File: config.mk
export PLATFORM = sky130hd
export DESIGN_NAME = qam_demapper_pipe
export DESIGN_NICKNAME = d
export VERILOG_FILES = /design/src/rtl/qam_demapper_pipe.sv
export SDC_FILE = /design/constraint.sdc
export NUM_CORES = 1
export LEC_CHECK = 0
export BUFFER_PORTS_ARGS = -buffer_cell sky130_fd_sc_hd__buf_2
export CAP_MARGIN = 5
export CORE_AREA = 2 2 139 141
export CTS_BUF_LIST = sky130_fd_sc_hd__clkbuf_4 sky130_fd_sc_hd__clkbuf_8 sky130_fd_sc_hd__clkbuf_16
export CTS_CLUSTER_SIZE = 10
export DETAILED_ROUTE_END_ITERATION = 10
export DIE_AREA = 0 0 141 143
export PLACE_DENSITY = 0.75
export SLEW_MARGIN = 30
export SYNTH_ARGS = -nofsm -noshare
export SYNTH_HDL_FRONTEND = slang
export SYNTH_SLANG_ARGS = --single-unit
File: constraint.sdc
create_clock -name clk -period 4.65 [get_ports clk]
set_input_delay 0.465 -clock clk [delete_from_list [all_inputs] [get_ports clk]]
set_output_delay 0.465 -clock clk [all_outputs]
set_load 0.02 [all_outputs]
File: src/rtl/qam_demapper_pipe.sv
// Two-stage hard-decision QAM demapper (BPSK/QPSK/16QAM/64QAM) with amplitude-scaled thresholds.
// Latency 2 cycles; whole pipe stalls while out_valid & ~out_ready. Optional ovr_count via DEMAP_OVR_CNT_EN.
module qam_demapper_pipe #(
    parameter int DATA_W        = 16,
    parameter int IDX_W         = 12,
    parameter int DEFAULT_SCALE = 1024
) (
    input  logic                     clk,
    input  logic                     reset,
    input  logic [1:0]               cfg_qam_type,
    input  logic [DATA_W-2:0]        cfg_scale,
    input  logic signed [DATA_W-1:0] in_inphase,
    input  logic signed [DATA_W-1:0] in_quadrat,
    input  logic                     in_sof,
    input  logic                     in_last,
    input  logic                     in_valid,
    output logic                     in_ready,
    output logic [5:0]               out_symbol,
    output logic [2:0]               out_nbits,
    output logic [IDX_W-1:0]         out_sym_idx,
    output logic                     out_last,
    output logic                     out_valid,
    input  logic                     out_ready
`ifdef DEMAP_OVR_CNT_EN
    ,
    output logic [15:0]              ovr_count
`endif
);
    localparam int MW = DATA_W - 1;
    localparam int CW = DATA_W + 2;

    typedef enum logic [1:0] {
        MODE_BPSK  = 2'b00,
        MODE_QPSK  = 2'b01,
        MODE_16QAM = 2'b10,
        MODE_64QAM = 2'b11
    } mode_e;

    logic             en;
    logic             accept;
    mode_e            mode_q, mode_d;
    logic [MW-1:0]    scale_q, scale_d;
    logic [IDX_W-1:0] idx_q, idx_d;
    logic [MW-1:0]    mag_i, mag_q;

    logic             s1_vld_q, s1_sign_i_q, s1_sign_q_q, s1_last_q;
    logic [MW-1:0]    s1_mag_i_q, s1_mag_q_q, s1_scale_q;
    mode_e            s1_mode_q;
    logic [IDX_W-1:0] s1_idx_q;

    logic             out_vld_q, out_last_q;
    logic [5:0]       sym_q, sym_d;
    logic [2:0]       nbits_q, nbits_d;
    logic [IDX_W-1:0] out_idx_q;

    logic [CW-1:0]    i3, q3, i7, q7, s2, s4, s6;

    // Two's-complement negation of the most-negative sample overflows; clamp it.
    function automatic logic [MW-1:0] mag_sat(input logic signed [DATA_W-1:0] x);
        logic [DATA_W-1:0] neg;
        neg = ~x + 1'b1;
        if (!x[DATA_W-1])
            return x[MW-1:0];
        else if (neg[DATA_W-1])
            return {MW{1'b1}};
        else
            return neg[MW-1:0];
    endfunction

    assign en       = out_ready | ~out_vld_q;
    assign in_ready = en;
    assign accept   = in_valid & en;

    always_comb begin
        mode_d  = in_sof ? mode_e'(cfg_qam_type) : mode_q;
        scale_d = in_sof ? cfg_scale : scale_q;
        idx_d   = in_sof ? '0 : idx_q;
        mag_i   = mag_sat(in_inphase);
        mag_q   = mag_sat(in_quadrat);
    end

    always_comb begin
        i3 = CW'(s1_mag_i_q) * CW'(3);
        q3 = CW'(s1_mag_q_q) * CW'(3);
        i7 = CW'(s1_mag_i_q) * CW'(7);
        q7 = CW'(s1_mag_q_q) * CW'(7);
        s2 = CW'(s1_scale_q) << 1;
        s4 = CW'(s1_scale_q) << 2;
        s6 = s2 + s4;
        sym_d   = '0;
        nbits_d = 3'd1;
        case (s1_mode_q)
            MODE_BPSK: begin
                sym_d[0] = ~s1_sign_i_q;
                nbits_d  = 3'd1;
            end
            MODE_QPSK: begin
                sym_d[0] = ~s1_sign_i_q;
                sym_d[1] = ~s1_sign_q_q;
                nbits_d  = 3'd2;
            end
            MODE_16QAM: begin
                sym_d[0] = ~s1_sign_i_q;
                sym_d[1] = i3 < s2;
                sym_d[2] = ~s1_sign_q_q;
                sym_d[3] = q3 < s2;
                nbits_d  = 3'd4;
            end
            default: begin
                sym_d[0] = ~s1_sign_i_q;
                sym_d[1] = i7 < s4;
                sym_d[2] = (i7 > s2) & (i7 < s6);
                sym_d[3] = ~s1_sign_q_q;
                sym_d[4] = q7 < s4;
                sym_d[5] = (q7 > s2) & (q7 < s6);
                nbits_d  = 3'd6;
            end
        endcase
    end

    always_ff @(posedge clk or posedge reset) begin
        if (reset) begin
            mode_q      <= MODE_BPSK;
            scale_q     <= MW'(DEFAULT_SCALE);
            idx_q       <= '0;
            s1_vld_q    <= 1'b0;
            s1_sign_i_q <= 1'b0;
            s1_sign_q_q <= 1'b0;
            s1_last_q   <= 1'b0;
            s1_mag_i_q  <= '0;
            s1_mag_q_q  <= '0;
            s1_scale_q  <= '0;
            s1_mode_q   <= MODE_BPSK;
            s1_idx_q    <= '0;
            out_vld_q   <= 1'b0;
            out_last_q  <= 1'b0;
            sym_q       <= '0;
            nbits_q     <= 3'd1;
            out_idx_q   <= '0;
        end else begin
            if (accept) begin
                mode_q      <= mode_d;
                scale_q     <= scale_d;
                idx_q       <= idx_d + 1'b1;
                s1_sign_i_q <= in_inphase[DATA_W-1];
                s1_sign_q_q <= in_quadrat[DATA_W-1];
                s1_mag_i_q  <= mag_i;
                s1_mag_q_q  <= mag_q;
                s1_mode_q   <= mode_d;
                s1_scale_q  <= scale_d;
                s1_last_q   <= in_last;
                s1_idx_q    <= idx_d;
            end
            if (en) begin
                s1_vld_q  <= in_valid;
                out_vld_q <= s1_vld_q;
                if (s1_vld_q) begin
                    sym_q      <= sym_d;
                    nbits_q    <= nbits_d;
                    out_idx_q  <= s1_idx_q;
                    out_last_q <= s1_last_q;
                end
            end
        end
    end

`ifdef DEMAP_OVR_CNT_EN
    logic [15:0] ovr_q;

    always_ff @(posedge clk or posedge reset) begin
        if (reset)
            ovr_q <= '0;
        else if (accept && ((mag_i > scale_d) || (mag_q > scale_d)) && (ovr_q != 16'hFFFF))
            ovr_q <= ovr_q + 1'b1;
    end

    assign ovr_count = ovr_q;
`endif

    assign out_valid   = out_vld_q;
    assign out_symbol  = sym_q;
    assign out_nbits   = nbits_q;
    assign out_sym_idx = out_idx_q;
    assign out_last    = out_last_q;
endmodule

==> qor.csv <==
stage,metric,value,unit
detailed_routing,drt-total-wl,26.8,mm
detailed_routing,first_pass_iters,6,
synth,ys_ff_latch,99,
synth,syn_nets,1526,
floorplanning,die_area,20200,um2
global_routing,track_usage,0.274,
detailed_routing,drt_iter0_drc,612,
global_routing,grt_start_max_net_pins,69,
floorplanning,start_util,0.591,
setup_path,crit_arrival,4760,ps
clock_tree,clockBufferDepth,2,
detailed_routing,wire_per_inst,17.4,um
clock_tree,cts-htree-levels,3,
synth,ys_warn_count,0,
run_status,run_status,finished clean,
clock_tree,postCtsSetupBuffers,0,
timing,post-route-period-util,0.969,
clock_tree,cts_tree,yes,
finish,fillerInstances,1610,
pwr,p_leak,5.66,nW
timing,setup_viol,0,
timing,finalHoldViolCount,0,
timing,fin_skew,12.8,ps
setup_path,criticalPathCategory,reg2reg,
synth,async_flop_share,1.00,
clock_tree,clk_pin_slew,80,ps
pwr,ir_worst_vdd,0.274,mV
placed_design,dp_cells,1527,
global_routing,antenna_found_initial,0,
setup_path,worst_setup_path_start_kind,register,
finish,final_common_cell,ha_1,
global_routing,grt_pass1_vias,9011,
clock_tree,cts_sinks,99,
timing,maxSlewHeadroom,0.399,
timing,maxSlewViolCount,0,
global_routing,grt_overflow,0,
worst_hold_path,hp-class,in2async,
clock_tree,clk_latency,370,ps
finish,area_growth,8.62,%
synth,synthFlopType,dfrtp_1,
placed_design,io_buffers,78,
timing,final.setup.tns,0,ps
finish,layout.nets,1590,
detailed_routing,drc,0,
floorplanning,coreArea,18600,um2
detailed_routing,viasPerCell,6.14,
pwr,power.density,686,nW/um2
synth,synth_cells,1240,
synth,synthesis.area,11000,um2
timing,worstMarginPinSlew,899,ps
flow_run,drv_cap,0,
floorplanning,die_x,141,um
clock_tree,numCtsBuffers,9,
finish,drive_gt1_frac,0.109,
timing,fmax,222,MHz
floorplanning,die_h,143,um
synth,yosysTopAreaCellShare,0.226,
setup_path,crit_required,4900,ps
floorplanning,std_cell_rows,50,
synth,synth_top_cells_by_area,"ha_1 (23%), dfrtp_1 (22%), fa_1 (6.0%)",
placed_design,dp.final_hpwl,20.9,mm
setup_path,critPathMaxFanout,6,
placed_design,gp_congestion,0.896,
floorplanning,pin_count,79,
synth,ys_seq_area_frac,0.226,
finish,finalNonFillerCells,1543,
timing,fin_crit,4510,ps
finish,layout_common_cells,"ha_1 (198), nand2_1 (152), dfrtp_1 (95)",
synth,synth_edf_count,0,
finish,n_antenna_cell,0,
synth,ys_types,81,
synth,synth_top_area_cell,ha_1,
clock_tree,cts_root_buffer,clkbuf_16,
detailed_routing,drtAntennaViolNets,0,
synth,syn_avg_cell_area,8.86,um2
detailed_routing,vias,9472,
setup_path,endpoint_kind,register,
global_routing,grt_pass1_wl,44.4,mm
pwr,total_power,0.00819,W
[synthesized netlist by cell type (all sizes together), types with 9 or more instances]
library cell  instances
nand3                28
nor2                 54
a31oi                12
xnor2                44
a21o                 31
nand2               153
o21ai               106
or3                  10
o211ai               18
xor2                 17
o31ai                10
o21a                 26
nor4                  9
a21oi                86
ha                  198
o22ai                11
fa                   33
nand4                18
and3                  9
dfrtp                97
nor3                 26
nand2b               23
inv                  54
mux2                 22
o221ai                9
clkbuf               23
a211oi               12
nor2b                17
[area by class of cell]
| type | count | area [um2] | share of cell area |
|---|---|---|---|
| inverter | 55 | 211 | 0.0177 |
| clock buffer | 9 | 225 | 0.0189 |
| multi-input combinational | 1056 | 8200 | 0.687 |
| clock inverter | 7 | 88.8 | 0.00745 |
| timing repair buffer | 83 | 428 | 0.0359 |
| tap | 234 | 293 | 0.0245 |
| sequential | 99 | 2480 | 0.208 |
[critical path: stages, from the launching register on]
cell	delay, ps
dfrtp_2	480
fa_1	470
ha_1	240
fa_1	430
a21oi_2	170
nand4b_1	150
nand4_1	140
a31oi_2	240
o21bai_1	100
a21oi_2	160
xnor2_1	130
ha_1	340
nand4_1	170
nor4_2	350
a2bb2oi_1	110
o31ai_1	110
and3_1	220
o211ai_1	100
a32o_1	280
[cell families (layout without fill, tap and decap cells)]
group / Yosys count / count (layout) / synth area share
AO/OA/AOI/OAI: 376 / 376 / 0.225
XOR/XNOR: 61 / 61 / 0.0486
adder cells (fa/ha/maj): 231 / 231 / 0.286
buffers and inverters: 85 / 154 / 0.0300
flip-flops: 99 / 99 / 0.226
multiplexers: 25 / 25 / 0.0253
AND/OR/NAND/NOR: 363 / 363 / 0.160
[stage by stage]
stage          setup WS [ps]   util  cell area (um2)  hold WS (ps)
3_3_place_gp             430  0.624            11600           451
3_5_place_dp             195  0.624            11600           457
4_1_cts                  158  0.641            11900           287
6_report                 143  0.642            11900           193
5_1_grt                -88.4  0.642            11900           253
2_1_floorplan            646      -            11000           435
[repair_timing]
action / CTS / global route
endpoints found under the hold margin: 0 / 0
gates resized for setup: 0 / 6
hold buffers: 0 / 0
setup endpoints to repair: 0 / 1
[worst paths after layout]
path	startpoint	endpoint	slack [ps]	depth (start not counted)
setup / recovery	s1_mag_q_q[2]	out_symbol[5]	140	18
max in group asynchronous	reset	scale_q[10]	3550	3
hold reg to reg	out_nbits[0]	out_nbits[0]	470	2
setup reg to reg	s1_mag_q_q[2]	out_symbol[5]	140	18
min in group clk	in_last	s1_last_q	290	3
hold / removal	reset	out_symbol[2]	190	2
[power breakdown]
part           switching (W)  internal (W)
clock               0.000409      0.000391
sequential          0.000236       0.00102
combinational        0.00350       0.00263
total                0.00414       0.00405
[metal layers]
metal | part of all wire | track usage | up-vias
li1 | - | - | 4717
met4 | 0.034 | 0.104 | 0
met3 | 0.048 | 0.0382 | 53
met1 | 0.49 | 0.392 | 4449
met5 | 0 | 0 | -
met2 | 0.43 | 0.424 | 253
[state kept, by name (all words and copies together), names as in the netlist, 2 cells and up]
name         flops
idx_q           12
out_nbits        3
out_sym_idx     12
out_symbol       6
s1_idx_q        12
s1_mag_i_q      15
s1_mag_q_q      15
s1_mode_q        2
scale_q         15
Power figures use the tool's default switching activity.
